### src/rtl/arb_pkg.sv
// rtl/arb_pkg.sv - shared types, defaults and helpers for the round-robin grant arbiter
package arb_pkg;

    typedef enum logic {
        ARB_IDLE  = 1'b0,
        ARB_GRANT = 1'b1
    } arb_state_t;

    localparam int ARB_N_DEFAULT = 16;

    // Binary index of a one-hot vector; an all-zero input returns 0.
    function automatic logic [4:0] onehot_to_idx(input logic [31:0] onehot);
        logic [4:0] idx;
        idx = '0;
        for (int i = 0; i < 32; i++) begin
            if (onehot[i]) begin
                idx = idx | 5'(i);
            end
        end
        return idx;
    endfunction

endpackage

### src/rtl/rr_pick.sv
// rtl/rr_pick.sv - combinational round-robin pick: rotate by ptr, lowest-bit encode, un-rotate
module rr_pick
    import arb_pkg::*;
#(
    parameter int N     = ARB_N_DEFAULT,
    parameter int IDX_W = $clog2(N)
) (
    input  logic [N-1:0]     req,
    input  logic [IDX_W-1:0] ptr,
    output logic [N-1:0]     winner,
    output logic [IDX_W-1:0] winner_idx,
    output logic             found
);

    logic [2*N-1:0] req_dbl;
    logic [2*N-1:0] iso_dbl;
    logic [N-1:0]   rot;
    logic [N-1:0]   iso;

    always_comb begin
        req_dbl    = {req, req} >> ptr;
        rot        = req_dbl[N-1:0];
        // Isolate the lowest set bit of the rotated vector (two's complement trick).
        iso        = rot & (~rot + N'(1));
        iso_dbl    = {iso, iso} << ptr;
        winner     = iso_dbl[2*N-1:N];
        winner_idx = IDX_W'(onehot_to_idx(32'(winner)));
        found      = |req;
    end

endmodule

### src/rtl/rr_grant_arbiter.sv
// rtl/rr_grant_arbiter.sv - registered round-robin arbiter with hold-until-release
// Optional hold limit with preemption is enabled by defining ARB_HOLD_LIMIT_EN.
module rr_grant_arbiter
    import arb_pkg::*;
#(
    parameter int N        = ARB_N_DEFAULT,
    parameter int IDX_W    = $clog2(N),
    parameter int MAX_HOLD = 8
) (
    input  logic             clk,
    input  logic             rst_n,
    input  logic [N-1:0]     req,
    input  logic             release_i,
    output logic [N-1:0]     grant,
    output logic [IDX_W-1:0] grant_idx,
    output logic             grant_valid,
    output logic             any_req,
    output logic             preempt
);

    localparam logic [IDX_W-1:0] LAST_IDX = IDX_W'(N - 1);

    arb_state_t       state_q, state_d;
    logic [N-1:0]     grant_q, grant_d;
    logic [IDX_W-1:0] grant_idx_q, grant_idx_d;
    logic [IDX_W-1:0] ptr_q, ptr_d;
    logic             preempt_q, preempt_d;

    logic [N-1:0]     pick_winner;
    logic [IDX_W-1:0] pick_idx;
    logic             pick_found;
    logic [IDX_W-1:0] next_ptr;
    logic             owner_done;
    logic             force_release;

    rr_pick #(
        .N     (N),
        .IDX_W (IDX_W)
    ) u_pick (
        .req        (req),
        .ptr        (ptr_q),
        .winner     (pick_winner),
        .winner_idx (pick_idx),
        .found      (pick_found)
    );

    assign next_ptr   = (grant_idx_q == LAST_IDX) ? '0 : grant_idx_q + IDX_W'(1);
    assign owner_done = release_i | ~req[grant_idx_q];

`ifdef ARB_HOLD_LIMIT_EN
    localparam int                HOLD_W   = $clog2(MAX_HOLD + 1);
    localparam logic [HOLD_W-1:0] HOLD_MAX = HOLD_W'(MAX_HOLD);

    logic [HOLD_W-1:0] hold_cnt_q, hold_cnt_d;

    // Preempt only when someone else is actually waiting.
    assign force_release = (hold_cnt_q == HOLD_MAX) && (|(req & ~grant_q));
`else
    logic [31:0] unused_max_hold;
    assign unused_max_hold = 32'(MAX_HOLD);
    assign force_release   = 1'b0;
`endif

    always_comb begin
        state_d     = state_q;
        grant_d     = grant_q;
        grant_idx_d = grant_idx_q;
        ptr_d       = ptr_q;
        preempt_d   = 1'b0;
`ifdef ARB_HOLD_LIMIT_EN
        hold_cnt_d  = hold_cnt_q;
`endif
        case (state_q)
            ARB_IDLE: begin
                if (pick_found) begin
                    state_d     = ARB_GRANT;
                    grant_d     = pick_winner;
                    grant_idx_d = pick_idx;
`ifdef ARB_HOLD_LIMIT_EN
                    hold_cnt_d  = HOLD_W'(1);
`endif
                end
            end
            ARB_GRANT: begin
                if (owner_done || force_release) begin
                    state_d     = ARB_IDLE;
                    grant_d     = '0;
                    grant_idx_d = '0;
                    ptr_d       = next_ptr;
                    preempt_d   = force_release & ~owner_done;
`ifdef ARB_HOLD_LIMIT_EN
                    hold_cnt_d  = '0;
`endif
                end else begin
`ifdef ARB_HOLD_LIMIT_EN
                    if (hold_cnt_q != HOLD_MAX) begin
                        hold_cnt_d = hold_cnt_q + HOLD_W'(1);
                    end
`endif
                end
            end
            default: begin
                state_d     = ARB_IDLE;
                grant_d     = '0;
                grant_idx_d = '0;
            end
        endcase
    end

    always_ff @(posedge clk or negedge rst_n) begin
        if (!rst_n) begin
            state_q     <= ARB_IDLE;
            grant_q     <= '0;
            grant_idx_q <= '0;
            ptr_q       <= '0;
            preempt_q   <= 1'b0;
`ifdef ARB_HOLD_LIMIT_EN
            hold_cnt_q  <= '0;
`endif
        end else begin
            state_q     <= state_d;
            grant_q     <= grant_d;
            grant_idx_q <= grant_idx_d;
            ptr_q       <= ptr_d;
            preempt_q   <= preempt_d;
`ifdef ARB_HOLD_LIMIT_EN
            hold_cnt_q  <= hold_cnt_d;
`endif
        end
    end

    assign grant       = grant_q;
    assign grant_idx   = grant_idx_q;
    assign grant_valid = |grant_q;
    assign any_req     = pick_found;
    assign preempt     = preempt_q;

endmodule

### config.mk
export PLATFORM = sky130hd
export DESIGN_NAME = rr_grant_arbiter
export DESIGN_NICKNAME = d
export VERILOG_FILES = /design/src/rtl/arb_pkg.sv /design/src/rtl/rr_pick.sv /design/src/rtl/rr_grant_arbiter.sv
export SDC_FILE = /design/constraint.sdc
export NUM_CORES = 1
export LEC_CHECK = 0
export CAP_MARGIN = 20
export CORE_UTILIZATION = 63
export CTS_CLUSTER_DIAMETER = 120
export DETAILED_ROUTE_END_ITERATION = 12
export PLACE_DENSITY = 0.95
export SYNTH_ARGS = -nofsm -noshare
export SYNTH_HDL_FRONTEND = slang
export SYNTH_SLANG_ARGS = --single-unit
### constraint.sdc
create_clock -name clk -period 8.26 [get_ports clk]
set_input_delay 2.478 -clock clk [delete_from_list [all_inputs] [get_ports clk]]
set_output_delay 2.478 -clock clk [all_outputs]
set_load 0.005 [all_outputs]
==> summary.md <==
| Metric | Value |
|---|---|
| Core Util, Final | `0.745` |
| HP Class | `flop to flop` |
| Crit-path most repeated cell | `clkdlybuf4s50_1` |
| Vias per cell | `7.81` |
| Fill count | `389` |
| Hold Crit Start | `grant[0]` |
| Initial antenna violation count | `0` |
| # IOs | `42` |
| CP startpoint kind | `input port` |
| Core Rows | `27` |
| Die area | `6340 sq um` |
| Post-Synthesis Cells | `453` |
| CTS tree | `done` |
| Largest net degree at the start of global routing | `58` |
| Post-layout minimum cycle time | `6.70 ns` |
| Synth unique cells | `75` |
| Transition time at the pin with the least slew margin | `0.987 ns` |
| P&R area growth vs syn | `10.8%` |
| Unrepaired setup endpoints after global routing | `no` |
| Setup TNS | `0 ns` |
| Critical-path maximum fanout | `8` |
| # DRC | `0` |
| LEAKAGE | `1.54 nW` |
| Critical path buffers and inverters | `2` |
| Final Cycle Share | `0.811` |
| Peak VDD IR | `369 uV` |
| GRT overflow | `0` |
| Worst r2r dst | `grant_idx[3]` |
| Ant diodes | `0` |
| Max transition margin | `0.342` |
| Clock root buffer | `clkbuf_8` |
| Power Density | `479 nW/um^2` |
| Post-CTS Resized | `0` |
| Vias in the first global route | `3,890` |
| Register area share after synthesis | `0.165` |
| First-pass iteration count of the detailed router | `6` |
| CP max stage cell | `clkdlybuf4s50_1` |
| Final Setup Violations | `0` |
| Max cap viols | `0` |
| Routed WL | `12,300 microns` |
| Pins over their slew limit | `0` |
| Req. time, crit path | `5.78 ns` |
| First-pass GRT wire length | `19,700 microns` |
| Worst path cell trace | `clkdlybuf4s50_1, nor4_1, nand4_1, clkdlybuf4s50_1` |
| Total Power | `2.01 mW` |
| Hold Fails Final Rpt | `0` |
| Detailed-placement wirelength estimate | `8840 microns` |
| Overall routing resource usage | `0.403` |
| Die Width | `79.6 microns` |
| FF+latch count, synth | `25` |
| Synth Area per Inst | `8.38 sq um` |
| Routed wire per std cell | `22.9 microns` |
| R2R depth | `11` |
| Clock Tree Buf Depth | `2` |
| IO buf count | `40` |
| CP peak stage delay | `0.54 ns` |
| F_max | `0.149 GHz` |
| Initial DRC count | `721` |
| Async set-or-reset flop fraction in the synthesized netlist | `1.00` |
| Placed instance area | `4140 sq um` |
| Clock Skews | `0.00960 ns` |
| Reg2reg start | `ptr_q[0]` |
| Die extent in y | `79.6 microns` |
| TritonCTS Buffers | `3` |
| Cts-stage hold buffer count | `0` |
| WP data arrival | `4.22 ns` |
| # clock sinks | `25` |
| Placed insts | `531` |
| Main synth FF type | `dfrtp_1` |
| H-tree depth | `1` |
| Via count | `4,184` |
| Postcts setup bufs | `0` |
| Result of the run | `finished, final reports clean` |
| Layout cells sized above 1 | `0.140` |
| Ys Warns | `0` |
| Cell depth of the worst hold path | `2` |
| Core area | `5640 sq um` |
| Cell family with most CP delay | `buffers and inverters` |
| FF-to-FF setup slack | `3.66 ns` |
| Syn Nets | `473` |
| Nets | `485` |
| Number of routed nets with antenna violations | `0` |
| Final GP Congestion | `0.975` |
| CTS clk-pin slew, worst paths | `0.09 ns` |
| Post-Layout Cell Count | `536` |
| Initial core utilization | `0.673` |
| Cell area after layout | `4210 sq um` |
| Clock Latency Late Sink | `0.28 ns` |
| EDFF count, synth | `0` |
| Min-Delay Endpoint | `grant[0]` |
| Worst setup path category | `input port to output port` |
| Cell area after synthesis | `3790 sq um` |
| CP Capture Type | `output port` |
| Setup crit start | `req[2]` |
==> metal layers <==
| layer | GRT usage | share of wire | vias up |
|---|---|---|---|
| met1 | 0.530 | 0.38 | 1935 |
| li1 | - | - | 1821 |
| met4 | 0.145 | 0.030 | 0 |
| met5 | 0 | 0 | - |
| met2 | 0.650 | 0.46 | 375 |
| met3 | 0.0869 | 0.13 | 53 |
==> cells in the mapped netlist (3+ instances only) <==
library cell  number  area share
clkbuf_1          26       0.026
mux4_1             8       0.055
nor4_1            13       0.021
buf_1              4      0.0040
mux4_2            16       0.095
mux2i_1           26       0.069
a31oi_1            5      0.0082
a22oi_1            7       0.014
dfrtp_1           25        0.16
o2bb2ai_1          3      0.0069
o21ai_0           20       0.026
o32ai_1            5       0.012
nor2_1            29       0.029
o221ai_1           3      0.0069
nand3_1           12       0.016
a21oi_1           25       0.033
nand2_1           53       0.052
a211oi_1           3      0.0059
a22o_1             6       0.014
nand2b_1           4      0.0066
o22ai_1           20       0.033
buf_2              5      0.0066
o21a_1             4      0.0079
or2_2              5      0.0082
nor3_1            13       0.017
nand4_1           18       0.030
a21o_1             5      0.0099
mux2_2            22       0.065
nor2b_1            3      0.0049
and2_1             3      0.0049
inv_1              7      0.0069
==> sequential cells by signal (all words and copies together) (netlist names) <==
| register | count |
|---|---|
| state_q | 1 |
| grant | 16 |
| grant_idx | 4 |
| ptr_q | 4 |
==> stage by stage <==
step                      setup slack, ns  hold slack, ns
after CTS                            1.60           0.565
after floorplan                      2.87           0.495
after global routing                 1.50           0.589
after detailed placement             1.61           0.551
after global placement               1.73           0.543
final                                1.56           0.562
==> worst max path at each step <==
stage	endpoint	slack, ns	depth (start not counted)
CTS	any_req	1.60	4
finish	any_req	1.56	4
detailed placement	any_req	1.61	4
global placement	any_req	1.73	4
floorplan	any_req	2.87	2
global route	any_req	1.50	4
==> cells in the final DEF (no fill, tap or decap), types with 6 or more instances in the layout <==
cell type and count:
a21oi_1 25, a22o_1 6, a22oi_1 7, buf_4 6, clkdlybuf4s50_1 40, dfrtp_1 24, inv_1 7, mux2_2 22
mux2i_1 26, mux4_1 8, mux4_2 16, nand2_1 53, nand3_1 12, nand4_1 18, nor2_1 29, nor3_1 13
nor4_1 13, o21ai_0 20, o22ai_1 20
==> final cells by class <==
type                       count  area, sq um  share of cell area
clock inverter                 1         7.51             0.00179
tap                           72         90.1              0.0214
clock buffer                   3         41.3             0.00982
sequential                    25          627               0.149
timing repair buffer          47          460               0.109
inverter                       9         33.8             0.00803
multi-input combinational    379         2950               0.700
==> cell families (layout without fill, tap and decap cells) <==
group           after synthesis  in the layout  share of synthesized area
simple gates                167            167                      0.224
compound gates              136            136                      0.255
mux                          73             73                      0.290
buf+inv                      49             60                     0.0590
flops                        25             25                      0.165
fa+ha+maj                     1              1                    0.00330
other cells                   1              1                   0.000988
xor+xnor                      1              1                    0.00231
==> tightest hold or removal path, delay by kind of cell, from the launching register on <==
kind	cells	cell delay [ns]
flops	1	0.40
simple gates	1	0.06
compound gates	1	0.07
==> power breakdown <==
part / internal [mW] / switching, mW / leakage [nW]
logic: 0.674 / 1.02 / 1.19
registers: 0.179 / 0.0653 / 0.323
clock network: 0.0344 / 0.0424 / 0.0217
(Power assumes the default switching activity.)
==> RTL change 1, RTL diff (config.mk and constraints unchanged) <==
Reset style: synchronous (`rst_n`), changed in one clocked block.
--- a/src/rtl/rr_grant_arbiter.sv
+++ b/src/rtl/rr_grant_arbiter.sv
@@ -109,3 +109,3 @@
 
-    always_ff @(posedge clk or negedge rst_n) begin
+    always_ff @(posedge clk) begin
         if (!rst_n) begin
Behaviour: differs if rst_n is asserted again (counterexample within 4 cycles, from zero or initial values and one cycle with rst_n low); with rst_n held inactive, the same outputs for 4 cycles.
==> RTL change 1 against the original RTL <==
Area after synthesis is 2.2% higher; setup slack better by 0.12 ns; sequential share of layout area is 3.2 points lower; wire length is 1.8% lower; sequential cell count stayed put; non-clock buffer count is 1 higher; power is 39% lower; final area is 2.5% higher; synthesized cell count is 3.5% higher.
==> RTL change 1: results <==
group,metric,value,unit
power,p_int,590,uW
cells_and_area,drive_gt1_share,14.4,%
drt,met1_length,4920,microns
cells_and_area,inverters_excl_clock,5,
synthesis,synthAdderAreaFrac,0.322,%
power,clk-power,77.6,uW
global_routing,grt_use_met3,4.20,%
cells_and_area,clock_area_share,1.13,%
cells_and_area,regArea,504,sq um
setup_path,timing.rr.end,"grant_idx[0]",
placement,place_worst_setup_slack,1.72,ns
cells_and_area,n_all_buffers,48,
global_routing,grt_pass1_wl,18600,microns
setup_path,cp_data_arrival_time,4.09,ns
placement,gp_congestion,0.954,
setup_path,path_max_fanout,9,
setup_path,cp-startpoint,"req[10]",
min_path,hold_path_end,"grant[6]",
synthesis,async_reset_ff_share,0,%
sta,slew_headroom,46.7,%
cells_and_area,nets,500,
placement,place_hpwl,8560,microns
synthesis,synth_seq_area_share,12.9,%
cells_and_area,multi_input_cells,397,
power,power_leakage,0.00144,uW
global_routing,grt_pass1_vias,3566,
cells_and_area,seq-cell-share,11.7,%
status,run_status,"finished clean",
cells_and_area,final_cells,554,
sta,holdWs,0.477,ns
power,combPwrFrac,79.0,%
synthesis,muxShareOfSynthArea,31.8,%
drt,vias_per_cell,7.62,
min_path,min-delay-start,"grant[6]",
drt,route.met2.wl,5520,microns
setup_path,r2r_start,"ptr_q[2]",
floorplanning,die_area,0.00648,sq mm
power,p_total,1240,uW
drt,met3_length,1350,microns
cells_and_area,num-fill-cells,452,
synthesis,synth_cells,469,
drt,drt_iter0_drc,631,
global_routing,grt_max_degree,62,
global_routing,grt_use_met1,51.7,%
synthesis,synthFlopType,"dfxtp_1",
global_routing,grt_usage,36.9,%
synthesis,synth-xor-area-share,0.451,%
cells_and_area,bufAreaShareNonClock,10.8,%
## RTL change 1: cell count changes in the layout (fill, tap and decap cells not counted), moves of 8 or more
cell | unedited run | this run
dfrtp_1 | 24 | 0
nor3_1 | 13 | 5
a211oi_1 | 3 | 15
dfxtp_1 | 0 | 22
mux4_2 | 16 | 26
o21ai_0 | 20 | 6
mux2i_1 | 26 | 37
o22ai_1 | 20 | 4
or3_1 | 1 | 9
## RTL change 1: tightest hold or removal path: stages, from the launching register on
cell and delay (ns):
dfxtp_1 0.33, nand2_1 0.06, a21oi_1 0.05
## RTL change 1: cell families (layout without fill, tap and decap cells)
logic type / count (synthesis) / after routing
AOI/OAI and AO/OA: 136 / 136
xor gates and xnor gates: 2 / 2
adders and majority gates: 1 / 1
buffers and inverters: 47 / 57
DFF: 25 / 25
muxes: 85 / 85
other: 1 / 1
and+or+nand+nor: 172 / 172
==> RTL change 2, RTL diff (same settings) <==
Made on the original files. The package constant `ARB_N_DEFAULT` goes from 16 to 8.
--- a/src/rtl/arb_pkg.sv
+++ b/src/rtl/arb_pkg.sv
@@ -8,3 +8,3 @@
 
-    localparam int ARB_N_DEFAULT = 16;
+    localparam int ARB_N_DEFAULT = 8;
 
Interface: changed (resized grant, grant_idx and req); port bits go from 42 to 25. No check against the original RTL was run, so the function may have changed too.
==> RTL change 2 against the original RTL <==
Maximum frequency is 1.8% higher; final cell count is 65% lower; power down 71%; final area decreased by 63%; sequential cell count is 10 lower; wire length is 72% lower; area after synthesis fell by 66%; largest power group unchanged; critical path type unchanged; sequential share of layout area grew 9.4 points; largest cell class unchanged; utilization is 4.2 points higher; setup slack better by 0.12 ns; critical path depth unchanged.
==> RTL change 2: results <==
group,metric,value,unit
status,run_status,"finished clean",
setup_path,cp_data_arrival_time,4.10,ns
synthesis,synthTopCellsByArea,"dfrtp_1 29%, mux2i_1 13%, a22o_1 4.0%, a21oi_1 3.8%, o21ai_0 3.5%",
global_routing,grt_pass1_vias,1119,
setup_path,cp_slowest_cell,"clkdlybuf4s50_1",
clock_network,clk_latency,0.29,ns
placement,gp_congestion,0.868,
synthesis,ys.warnings.count,0,
power,ir_drop,195,uV
clock_network,post_cts_buffers,0,
global_routing,antenna_found_initial,0,
synthesis,async_reset_ff_share,100,%
synthesis,yosysUniqueCellTypes,45,
placement,place_hpwl,2610,microns
sta,worst_pin_slew,0.822,ns
clock_network,htreeDepth,1,
power,power_leakage,0.000610,uW
global_routing,grt_usage,32.8,%
setup_path,path_max_fanout,7,
drt,first_pass_iters,4,
synthesis,synthesis.nets,154,
placement,portBuffers,23,
cells_and_area,nets,174,
setup_path,critPathMaxStageDelay,0.53,ns
global_routing,grt_pass1_wl,5090,microns
synthesis,synthTopCellsByCount,"17 x mux2i_1, 15 x dfrtp_1, 11 x nand2_1",
sta,worst_clock_skew,0.00578,ns
drt,vias_per_cell,6.88,
cells_and_area,largest_reg_flops,8,
drt,drt_iter0_drc,54,
synthesis,synth_seq_area_share,28.8,%
min_path,hp-class,"flop to flop",
global_routing,grt_max_degree,26,
sta,hold_viol_final,0,
clock_network,cts-root-buf,"clkbuf_4",
clock_network,clk_pin_slew,0.09,ns
clock_network,clockBufferDepth,2,
cells_and_area,drive_gt1_share,9.38,%
drt,avgRoutedWirePerCell,18.5,microns
clock_network,cts_inserted_buffers,3,
placement,post_dp_cell_area,0.00152,sq mm
clock_network,cts-resized-gates,0,
cells_and_area,antenna_cells,0,
==> RTL change 2: routing by layer <==
layer | vias to the layer above | global-route usage (%) | wire length, microns
li1 | 590 | - | -
met3 | 6 | 3.77 | 195
met5 | - | 0 | 0
met2 | 59 | 57.0 | 1730
met1 | 631 | 41.5 | 1470
met4 | 0 | 12.6 | 57
==> RTL change 2: area by class of cell <==
class,instances,area (sq um)
inverter,5,18.8
clock buffer,4,26.3
timing repair buffer,23,230
multi-input combinational,113,861
tap,27,33.8
sequential,15,375
fill,140,417
==> RTL change 2: logic make-up (layout without fill, tap and decap cells) <==
| group | after synthesis | count (layout) | synth area share (%) |
|---|---|---|---|
| and+or+nand+nor | 39 | 39 | 14.8 |
| buffers and inverters | 13 | 32 | 5.27 |
| other | 1 | 1 | 0.287 |
| DFF | 15 | 15 | 28.8 |
| adders and majority gates | 2 | 2 | 1.92 |
| AOI/OAI and AO/OA | 46 | 46 | 26.0 |
| muxes | 25 | 25 | 23.0 |
==> RTL change 2: through the flow <==
step / hold slack, ns / instances / setup slack, ns
final: 0.528 / 187 / 1.68
after global routing: 0.567 / 187 / 1.59
after CTS: 0.532 / 187 / 1.70
after detailed placement: 0.497 / 183 / 1.72
after global placement: 0.498 / 183 / 1.79
after floorplan: 0.495 / 141 / 2.85
==> RTL change 2: critical path, delay by kind of cell <==
family / cells / cell delay [ns]
buf+inv: 2 / 1.01
simple gates: 2 / 0.61
==> RTL change 2: worst paths after layout <==
| path | cells after the start | slack, ns | startpoint | to |
|---|---|---|---|---|
| max | 4 | 1.68 | req[4] | any_req |
| min | 2 | 0.53 | grant[3] | grant[3] |
| max reg2reg | 6 | 5.13 | ptr_q[2] | grant_idx[2] |
| min reg2reg | 2 | 0.53 | grant[3] | grant[3] |
| max in group asynchronous | 1 | 5.23 | rst_n | grant[7] |
| min in group asynchronous | 1 | 2.59 | rst_n | grant_idx[0] |
==> RTL change 2: power breakdown <==
group | internal (uW) | total, uW | switching [uW]
Combinational | 183 | 363 | 180
Clock | 18.8 | 42.1 | 23.3
Sequential | 105 | 175 | 70.2
